===== config.mk =====
export PLATFORM = sky130hd
export DESIGN_NAME = imem_loader
export DESIGN_NICKNAME = d
export VERILOG_FILES = /design/src/rtl/imem_loader.sv
export SDC_FILE = /design/constraint.sdc
export NUM_CORES = 1
export LEC_CHECK = 0
export ABC_AREA = 1
export ABC_CLOCK_PERIOD_IN_PS = 2400
export CAP_MARGIN = 20
export CORE_ASPECT_RATIO = 0.9
export CORE_UTILIZATION = 30
export CTS_CLUSTER_DIAMETER = 60
export DETAILED_ROUTE_END_ITERATION = 8
export PLACE_DENSITY = 0.63
export SETUP_SLACK_MARGIN = 0.02
export SLEW_MARGIN = 20
export SYNTH_ARGS = -nofsm -noshare
export SYNTH_HDL_FRONTEND = slang
export SYNTH_SLANG_ARGS = --single-unit

===== constraint.sdc =====
create_clock -name clk -period 2.4 [get_ports clk]
set_clock_uncertainty 0.15 [all_clocks]
set_input_delay 0.36 -clock clk [delete_from_list [all_inputs] [get_ports clk]]
set_output_delay 0.36 -clock clk [all_outputs]
set_load 0.02 [all_outputs]

===== src/rtl/imem_loader.sv =====
// imem_loader: packs a little-endian byte stream into 32-bit words
// and writes them to instruction memory from word 0, holding the core.
module imem_loader #(
  parameter int ADDR_W = 6,
  parameter int DATA_W = 32
) (
  input  logic              clk,
  input  logic              rst_n,
  input  logic              start,
  input  logic [ADDR_W:0]   load_len,
  input  logic              abort,
  input  logic              byte_valid,
  input  logic [7:0]        byte_data,
  output logic              byte_ready,
  output logic              wr_en,
  output logic [ADDR_W-1:0] wr_addr,
  output logic [DATA_W-1:0] wr_data,
  output logic              hold,
  output logic              busy,
  output logic              done
);

  typedef enum logic [1:0] {
    S_IDLE,
    S_RECV,
    S_WRITE,
    S_DONE
  } state_t;

  localparam logic [ADDR_W:0] MAX_LEN =
    (ADDR_W+1)'(1) << ADDR_W;
  localparam logic [ADDR_W:0] ONE_LEN =
    (ADDR_W+1)'(1);

  state_t              r_state;
  state_t              w_state_nxt;
  logic [1:0]          r_byte_idx;
  logic [1:0]          w_byte_idx_nxt;
  logic [ADDR_W-1:0]   r_addr;
  logic [ADDR_W-1:0]   w_addr_nxt;
  logic [DATA_W-1:0]   r_word;
  logic [DATA_W-1:0]   w_word_nxt;
  logic [ADDR_W:0]     r_len;
  logic [ADDR_W:0]     w_len_nxt;

  logic                w_accept;
  logic                w_last;
  logic [ADDR_W:0]     w_len_clamp;

  // abort outranks byte acceptance
  assign w_accept = (r_state == S_RECV) &
                    byte_valid & ~abort;

  assign w_last = ({1'b0, r_addr} == (r_len - ONE_LEN));

  assign w_len_clamp = (load_len > MAX_LEN) ?
                       MAX_LEN : load_len;

  always_comb begin
    w_state_nxt    = r_state;
    w_byte_idx_nxt = r_byte_idx;
    w_addr_nxt     = r_addr;
    w_word_nxt     = r_word;
    w_len_nxt      = r_len;
    unique case (r_state)
      S_IDLE: begin
        if (start) begin
          if (load_len != '0) begin
            w_state_nxt    = S_RECV;
            w_len_nxt      = w_len_clamp;
            w_addr_nxt     = '0;
            w_byte_idx_nxt = '0;
            w_word_nxt     = '0;
          end else begin
            w_state_nxt = S_DONE;
          end
        end
      end
      S_RECV: begin
        if (abort) begin
          w_state_nxt    = S_IDLE;
          w_byte_idx_nxt = '0;
          w_word_nxt     = '0;
        end else if (w_accept) begin
          w_word_nxt[8*r_byte_idx +: 8] = byte_data;
          w_byte_idx_nxt = r_byte_idx + 2'd1;
          if (r_byte_idx == 2'd3) begin
            w_state_nxt = S_WRITE;
          end
        end
      end
      S_WRITE: begin
        if (abort) begin
          w_state_nxt    = S_IDLE;
          w_byte_idx_nxt = '0;
          w_word_nxt     = '0;
        end else if (w_last) begin
          w_state_nxt = S_DONE;
        end else begin
          w_addr_nxt  = r_addr + ADDR_W'(1);
          w_state_nxt = S_RECV;
        end
      end
      S_DONE: begin
        w_state_nxt = S_IDLE;
      end
      default: begin
        w_state_nxt = S_IDLE;
      end
    endcase
  end

  always_ff @(posedge clk) begin
    if (!rst_n) begin
      r_state    <= S_IDLE;
      r_byte_idx <= '0;
      r_addr     <= '0;
      r_word     <= '0;
      r_len      <= '0;
    end else begin
      r_state    <= w_state_nxt;
      r_byte_idx <= w_byte_idx_nxt;
      r_addr     <= w_addr_nxt;
      r_word     <= w_word_nxt;
      r_len      <= w_len_nxt;
    end
  end

  assign byte_ready = (r_state == S_RECV);
  assign wr_en      = (r_state == S_WRITE) & ~abort;
  assign wr_addr    = r_addr;
  assign wr_data    = r_word;
  assign busy       = (r_state != S_IDLE);
  assign hold       = (r_state != S_IDLE);
  assign done       = (r_state == S_DONE);

endmodule


==> impl_metrics.py <==
metrics = {
    "sta": {
        "timing.final.ws_setup_ns": 0.348,
        "clock.fmax_mhz": 487,
        "timing.setup.tns_ns": 0,
        "period_share_pct": 85.5,
        "layout_min_cycle_time_ns": 2.05,
        "tightest_slew_ns": 0.573,
        "hold_viol": 0,
        "slew_viol_final": 0,
        "rsz0062_at_grt": "false",
        "worst_slew_margin_rel_pct": 61.7,
        "setup_viol": 0,
    },
    "worst_setup_path": {
        "cpMostUsedCell": "nand2_1",
        "required_ns": 2.48,
        "arrival_ns": 2.13,
        "crit_path_end_kind": "register",
        "cp_max_fo": 7,
        "critPathTopFamily": "simple AND/OR/NAND/NOR gates",
        "cpPeakStageDelay_ns": 0.41,
        "crit_type": "register to register",
        "critPathLaunchType": "register",
        "slowest_stage": "dfxtp_1",
        "crit_chain": "inv_1 -> ha_1 -> xnor2_1 -> nor2_1 -> nand2_1 -> nor2_1 -> nand2_1 -> nand2_1 -> nand2_1 -> a21oi_1",
        "crit_buf_inv": 1,
    },
    "hold_path": {
        "hold_class": "register to register",
    },
    "clocking": {
        "cts.sinks": 49,
        "cts_max_path_buffers": 2,
        "clkSlewWorstSetupHoldPaths_ns": 0.09,
        "numCtsBuffers": 5,
        "cts_hold_buf": 0,
        "cts.root.buffer_cell": "clkbuf_8",
        "cts-htree-levels": 2,
        "clock_latency_ns": 0.30,
        "post-cts-setup-buffers": 0,
        "cts_resized": 0,
        "cts_tree": "yes",
    },
    "layout": {
        "fillers": 995,
        "antenna_cells": 0,
        "fin_cells": 674,
        "multi_input_area_sq_um": 1490,
        "seq_area_sq_um": 981,
        "area_growth_pct": 31.2,
        "drive_gt1_share_pct": 6.34,
        "fin_nets": 579,
        "final_core_util_pct": 41.2,
    },
    "drt": {
        "via_count": 2951,
        "drcViolationCount": 0,
        "viasPerCell": 4.38,
        "wire_per_inst_microns": 10.8,
        "first_pass_iters": 5,
        "drt-total-wl_mm": 7.29,
        "drt_iter0_drc": 120,
        "ant_nets": 0,
    },
    "global_route": {
        "grt_pass1_vias": 2792,
        "grt_max_degree": 18,
        "grt_usage_pct": 15.0,
        "antenna_found_initial": 0,
        "grt_overflow": 0,
        "grt_pass1_wl_mm": 12.4,
    },
    "status": {
        "status": "completed",
    },
    "synth": {
        "syn_nets": 513,
        "syn_inst": 485,
        "postSynthAreaPerCell_sq_um": 5.99,
        "synth-seq-cells": 49,
        "synth_warnings": 0,
        "synthesis.area_sq_um": 2900,
        "yosysUniqueCellTypes": 30,
        "synth.yosys.seq_area_share_pct": 33.8,
    },
    "die": {
        "io_pins": 63,
        "start_util_pct": 31.4,
        "core_sq_um": 9250,
        "dieArea_sq_um": 10100,
        "die-width_microns": 106,
        "die_h_microns": 95.3,
        "rows": 33,
    },
    "place": {
        "dp.cells": 666,
        "dpl.hpwl_mm": 5.65,
        "pre_cts_ws_ns": 0.0939,
        "place.gp.congestion": 0.874,
        "io_buffers": 62,
    },
    "power_and_ir_drop": {
        "peakVddDrop_mv": 0.318,
        "total_leakage_power_nw": 1.79,
        "powerDensity_nw_per_um2": 707,
    },
    "run": {
        "cap_violations": 0,
    },
}
==> routing by layer <==
metal	GRT usage [%]	wire, microns
met1	18.6	3480
met4	3.13	21
met2	26.4	3340
met3	3.96	446
met5	0	0
==> cells in the final DEF, fill, tap and decap left out, types with 2 or more instances in the layout <==
cell type	instances
a21oi_1	19
a21oi_2	2
buf_4	8
bufinv_16	2
clkbuf_8	5
clkdlybuf4s50_1	61
dfxtp_1	49
ha_1	8
inv_1	91
inv_2	7
nand2_1	153
nand2_2	5
nand3_1	26
nand3b_1	2
nor2_1	73
nor2_2	2
nor3_1	4
nor3b_1	2
nor4_1	5
o21ai_0	11
o21ai_1	5
xnor2_1	2
==> Yosys cell counts <==
cell type  number  share of area (%)
nand4_1         1               0.22
and3_1          1               0.22
nand3b_1        2               0.52
nand3_1        26                4.5
inv_1          91                 12
clkbuf_1        5               0.65
nor3b_1         2               0.52
nand2_1       153                 20
buf_2           3               0.52
a21boi_0        1               0.26
dfxtp_1        49                 34
o21ai_0        11                1.9
xnor2_1         2               0.60
o21ai_1         5               0.86
nor3_1          4               0.69
nor3_4          1               0.56
nor2_1         73                9.4
inv_2           7               0.91
nor4_1          5                1.1
a311oi_1        1               0.30
xor2_1          1               0.30
buf_6           2               0.78
nor2_2          2               0.43
o211ai_2        1               0.43
ha_1            8                3.4
buf_4           1               0.26
nor3_2          1               0.34
nand2_2         5                1.1
a21oi_1        19                3.3
a21oi_2         2               0.60
==> through the flow <==
stage	cell area, sq um	power, mW	hold WS, ns
floorplan	2900	1.66	0.311
global placement	3670	2.00	0.331
detailed placement	3670	2.02	0.332
CTS	3810	2.73	0.347
global route	3810	2.89	0.370
finish	3810	2.69	0.346
==> cells by family after synthesis <==
family,share of synthesized area [%]
flops,33.8
xor+xnor,0.905
simple gates,39.4
buf+inv,14.9
fa+ha+maj,3.45
compound gates,7.63
==> where the power goes <==
group / internal, mW / leakage (nW) / switching, mW
clock network: 0.414 / 0.0681 / 0.286
registers: 0.918 / 0.402 / 0.0654
logic: 0.399 / 1.32 / 0.611
==> worst register-to-register path: cells and delay by family (launching register included) <==
kind,cells,cell delay [ns]
compound gates,1,0.13
buf+inv,1,0.08
fa+ha+maj,1,0.31
xor+xnor,1,0.13
flops,1,0.41
simple gates,6,0.77
==> registers in the layout, summed over array words and instances, names as in the netlist <==
register,count
wr_addr,6
r_len,7
wr_data,32
r_byte_idx,2
r_state,2
==> worst paths after layout <==
kind                            startpoint    endpoint  slack [ns]  cells past startpoint
worst max-delay path              r_len[0]  wr_addr[0]        0.35                     10
worst min-delay path              r_len[1]    r_len[1]        0.35                      2
worst max register to register    r_len[0]  wr_addr[0]        0.35                     10
worst min register to register    r_len[1]    r_len[1]        0.35                      2
==> layout make-up <==
class / instances / share of cell area, %
Clock inverter: 3 / 1.71
Multi-Input combinational cell: 327 / 39.1
Clock buffer: 5 / 1.81
Timing Repair Buffer: 70 / 17.9
Inverter: 98 / 9.66
Tap cell: 122 / 4.01
Sequential cell: 49 / 25.8
(Power assumes the default switching activity.)
==> variant 1: new RTL, same settings <==
Make the reset (`rst_n`) asynchronous in one clocked block.
--- a/src/rtl/imem_loader.sv
+++ b/src/rtl/imem_loader.sv
@@ -110,7 +110,7 @@
     endcase
   end
 
-  always_ff @(posedge clk) begin
+  always_ff @(posedge clk or negedge rst_n) begin
     if (!rst_n) begin
       r_state    <= S_IDLE;
       r_byte_idx <= '0;
Function: differs if rst_n is asserted again (counterexample within 4 cycles, from zero or initial values and one cycle with rst_n low); with rst_n held inactive, the same outputs for 10 cycles.
==> variant 1 against the unedited design <==
  * Total power up 21%
  * Routed wire length down 6.1%
  * Clock power down 31%
  * Synthesized cell count down 18%
  * Setup slack worse by 0.10 ns
  * Combinational power up 66%
  * Synthesized area down 3.4%
  * Global-route usage down 0.18 points
  * Cell area down 4.0%
  * Critical path depth up 2
  * Sequential cell count unchanged
  * Sequential power up 11%
  * Critical endpoint is now wr_addr[4]$_DFFE_PN0P_
  * Highest routed layer unchanged
==> variant 1: results (changes against the unedited design) <==
| Metric | Value |
|---|---|
| Status | complete, no violations (unchanged) |
| CP peak stage delay | 0.41 ns (about the same) |
| Vias per cell | 4.65 (was 4.38) |
| First-pass GRT wire length | 11,800 um (was 12,400 um) |
| Crit path DAT | 2.24 ns (was 2.13 ns) |
| Yosys cell types | 25 (was 30) |
| Area contributors post-synth | dfrtp_1 44%, nand2_1 18%, nand3_1 9.8% (was dfxtp_1 34%, nand2_1 20%, inv_1 12%) |
| Worst Hold Slack | 0.0147 ns (was 0.346 ns) |
| Max-Slew Margin vs Limit | 0.574 (was 0.617) |
| Cell leakage power | 0.00184 uW (was 0.00179 uW) |
| All-Layer GR Usage | 0.149 (was 0.150) |
| Worst r2r path cells | 12 (was 10) |
| Nets@finish | 490 (was 579) |
| Asr flop ratio synth | 1.00 (was 0) |
| Total of fill cells in the finished design | 952 (was 995) |
| Reg2reg start | r_len[0]$_DFFE_PN0P_ (was r_len[0]$_SDFFE_PN0P_) |
| Placed Area | 0.00357 mm^2 (was 0.00367 mm^2) |
| Top_reg_cell synth | dfrtp_1 (was dfxtp_1) |
| Final wirelength | 6850 um (was 7290 um) |
| R2R Setup Slk | 0.24 ns (was 0.35 ns) |
| Avg Inst Size Synth | 7.08 um^2 (was 5.99 um^2) |
| Top cells by count, synth | 135 x nand2_1, 55 x nand3_1, 53 x nor2_1, 49 x dfrtp_1, 39 x inv_1 (was 153 x nand2_1, 91 x inv_1, 73 x nor2_1, 49 x dfxtp_1, 26 x nand3_1) |
| Cell count after placement | 577 (was 666) |
| Max VDD drop | 0.323 mV (was 0.318 mV) |
| Hold crit path type | in2async (was reg2reg) |
| Initial drt markers | 198 (was 120) |
| Largest net degree at the start of global routing | 50 (was 18) |
| TritonCTS Buffers | 5 (unchanged) |
| Vias in the first global route | 2,531 (was 2,792) |
| R2r endpoint | wr_addr[4]$_DFFE_PN0P_ (was wr_addr[0]$_SDFFE_PN0P_) |
| Seq/Total Area, Yosys | 0.437 (was 0.338) |
| Worst-path clk slew | 0.09 ns (about the same) |
| Mapped Nets | 424 (was 513) |
| Routed via count | 2,721 (was 2,951) |
| Share of cells above drive strength 1 | 0.0518 (was 0.0634) |
| CTS H-tree lvls | 2 (unchanged) |
| Hpwl dp | 5210 um (was 5650 um) |
| Routability cong. | 0.867 (was 0.874) |
| Critical path's slowest cell | dfrtp_1 (was dfxtp_1) |
| Detailed-router iteration count before antenna repair | 5 (unchanged) |
## variant 1: worst max-delay path by stage
stage	from	end	slack (ns)	cells after the start
floorplan	r_byte_idx[0]$_DFFE_PN0P_	wr_data[29]$_DFFE_PN0P_	0.30	8
global placement	abort	wr_en	0.13	3
detailed placement	abort	wr_data[23]$_DFFE_PN0P_	0.1	11
CTS	r_len[0]$_DFFE_PN0P_	wr_addr[4]$_DFFE_PN0P_	0.27	12
global route	r_len[0]$_DFFE_PN0P_	wr_addr[0]$_DFFE_PN0P_	0.03	12
finish	r_len[0]$_DFFE_PN0P_	wr_addr[4]$_DFFE_PN0P_	0.24	12
## variant 1: cells by family (layout without fill, tap and decap cells)
logic type | Yosys count | count (layout) | share of synthesized area
fa+ha+maj | 8 | 8 | 0.0357
compound gates | 18 | 18 | 0.0335
buf+inv | 53 | 120 | 0.0808
xor+xnor | 4 | 4 | 0.0125
simple gates | 264 | 264 | 0.400
flops | 49 | 49 | 0.438
## variant 1: routing by layer
| layer | track usage | vias up | part of all wire |
|---|---|---|---|
| met1 | 0.213 | 1267 | 0.49 |
| met2 | 0.227 | 72 | 0.45 |
| met3 | 0.0277 | 8 | 0.051 |
| met4 | 0.0464 | 0 | 0.013 |
| li1 | - | 1374 | - |
| met5 | 0 | - | 0 |
## variant 1: layout make-up
| cell class | count | area [um^2] | area share |
|---|---|---|---|
| Inverter | 43 | 161 | 0.0441 |
| Sequential cell | 49 | 1230 | 0.335 |
| Tap cell | 122 | 153 | 0.0418 |
| Timing Repair Buffer | 69 | 679 | 0.186 |
| Clock inverter | 2 | 13.8 | 0.00376 |
| Clock buffer | 6 | 72.6 | 0.0198 |
| Multi-Input combinational cell | 294 | 1350 | 0.369 |
## variant 1: where the power goes
part	switching [uW]	total [uW]	internal, uW	leakage [uW]
Clock	277	486	208	0.0000456
Combinational	1080	1680	603	0.00112
Sequential	138	1090	953	0.000670
## variant 1: timing repair
| action | 4_1_cts | 5_1_grt |
|---|---|---|
| setup buffers | 0 | 0 |
| gates resized for setup | 1 | 0 |
| endpoints found under the setup margin | 1 | 0 |
## variant 1: per-stage QoR
| stage | worst slack (ns) | power (uW) | util |
|---|---|---|---|
| floorplan | 0.304 | 2300 | - |
| global placement | 0.128 | 2750 | 0.393 |
| detailed placement | 0.0975 | 2780 | 0.393 |
| CTS | 0.267 | 3290 | 0.402 |
| global route | 0.0290 | 3550 | 0.402 |
| finish | 0.244 | 3260 | 0.402 |
==> variant 2: new RTL, same settings <==
Made on the original files. Set the parameter `DATA_W` to 40 (it was 32).
--- a/src/rtl/imem_loader.sv
+++ b/src/rtl/imem_loader.sv
@@ -2,7 +2,7 @@
 // and writes them to instruction memory from word 0, holding the core.
 module imem_loader #(
   parameter int ADDR_W = 6,
-  parameter int DATA_W = 32
+  parameter int DATA_W = 40
 ) (
   input  logic              clk,
   input  logic              rst_n,
Ports: changed (resized wr_data); port bits go from 63 to 71. The function was not compared with the original's and may differ.
==> variant 2 against the unedited design <==
  * Routed wire length is 16% higher
  * Largest cell class unchanged
  * Sequential cell count is 8 higher
  * Final cell count fell by 1.0%
  * Critical path type is now reg2out
  * Total power grew 3.2%
  * Cell area grew 14%
  * Critical path depth down 7
  * Combinational power down 45%
  * First-iteration DRC count increased by 38%
  * Sequential power rose by 4%
  * Count of clock-buffer cells in the layout up 9
  * Synthesized area grew 9.2%
  * Global-route usage grew 1.2 points
  * Setup slack worse by 0.033 ns
==> variant 2: results (changes against the unedited design) <==
| Metric | Value |
|---|---|
| Combinational power | 551 uW (was 1010 uW) |
| Critical path's slowest cell | clkdlybuf4s50_1 (was dfxtp_1) |
| Worst slew pin tran | 0.400 ns (was 0.573 ns) |
| Nets@finish | 559 (was 579) |
| Largest register FFs | 40 (was 32) |
| Post-Synth XOR/XNOR Area | 0.0138 (was 0.00905) |
| Initial drt markers | 165 (was 120) |
| DR WL met3 | 376 um (was 446 um) |
| Port bufs | 70 (was 62) |
| Routability cong. | 0.835 (was 0.874) |
| Area contributors post-synth | dfxtp_1 36%, nand2_1 14%, nor2_1 8.3% (was dfxtp_1 34%, nand2_1 20%, inv_1 12%) |
| Max FO, Critical Path | 4 (was 7) |
| GR Layer Usage met2 | 0.262 (was 0.264) |
| Dpl ws | 0.0154 ns (was 0.0939 ns) |
| Final wirelength | 8480 um (was 7290 um) |
| TritonCTS Buffers | 9 (was 5) |
| Post-route insts no fill | 667 (was 674) |
| Seq/Total Area, Yosys | 0.360 (was 0.338) |
| Syn Inst Count | 453 (was 485) |
| Worst skew pair latency | 0.32 ns (was 0.30 ns) |
| GR Layer Usage met3 | 0.0400 (was 0.0396) |
| Vias per cell | 4.64 (was 4.38) |
| Placed Area | 0.00405 mm^2 (was 0.00367 mm^2) |
| Status | complete, no violations (unchanged) |
| Synth Area in Compound Gates | 0.129 (was 0.0763) |
| Mapped Nets | 479 (was 513) |
| Worst r2r path cells | 13 (was 10) |
## variant 2: changes by cell type after synthesis, moves of 5 or more
| cell | change |
|---|---|
| inv_1 | -47 |
| nand2_1 | -38 |
| nand3_2 | +24 |
| a21oi_1 | +16 |
| a21oi_2 | +14 |
| dfxtp_1 | +8 |
| a211oi_1 | +5 |
| inv_2 | -5 |
| nor4_1 | -5 |
| o21ai_1 | -5 |
## variant 2: cell type report
| class | instances | area (um^2) |
|---|---|---|
| clock buffers | 14 | 284 |
| clock inverters | 2 | 10.0 |
| fillers | 1097 | 5910 |
| inverters | 49 | 190 |
| multi-input cells | 334 | 1750 |
| flip-flops and latches | 57 | 1140 |
| well taps | 129 | 161 |
| repair buffers | 82 | 802 |
## variant 2: path summary, 6_finish.rpt
kind,to,slack [ns]
worst max-delay path,done,0.32
worst min-delay path,wr_data[37]$_SDFFE_PN0P_,0.32
worst max register to register,wr_addr[1]$_SDFFE_PN0P_,0.34
worst min register to register,wr_data[37]$_SDFFE_PN0P_,0.32
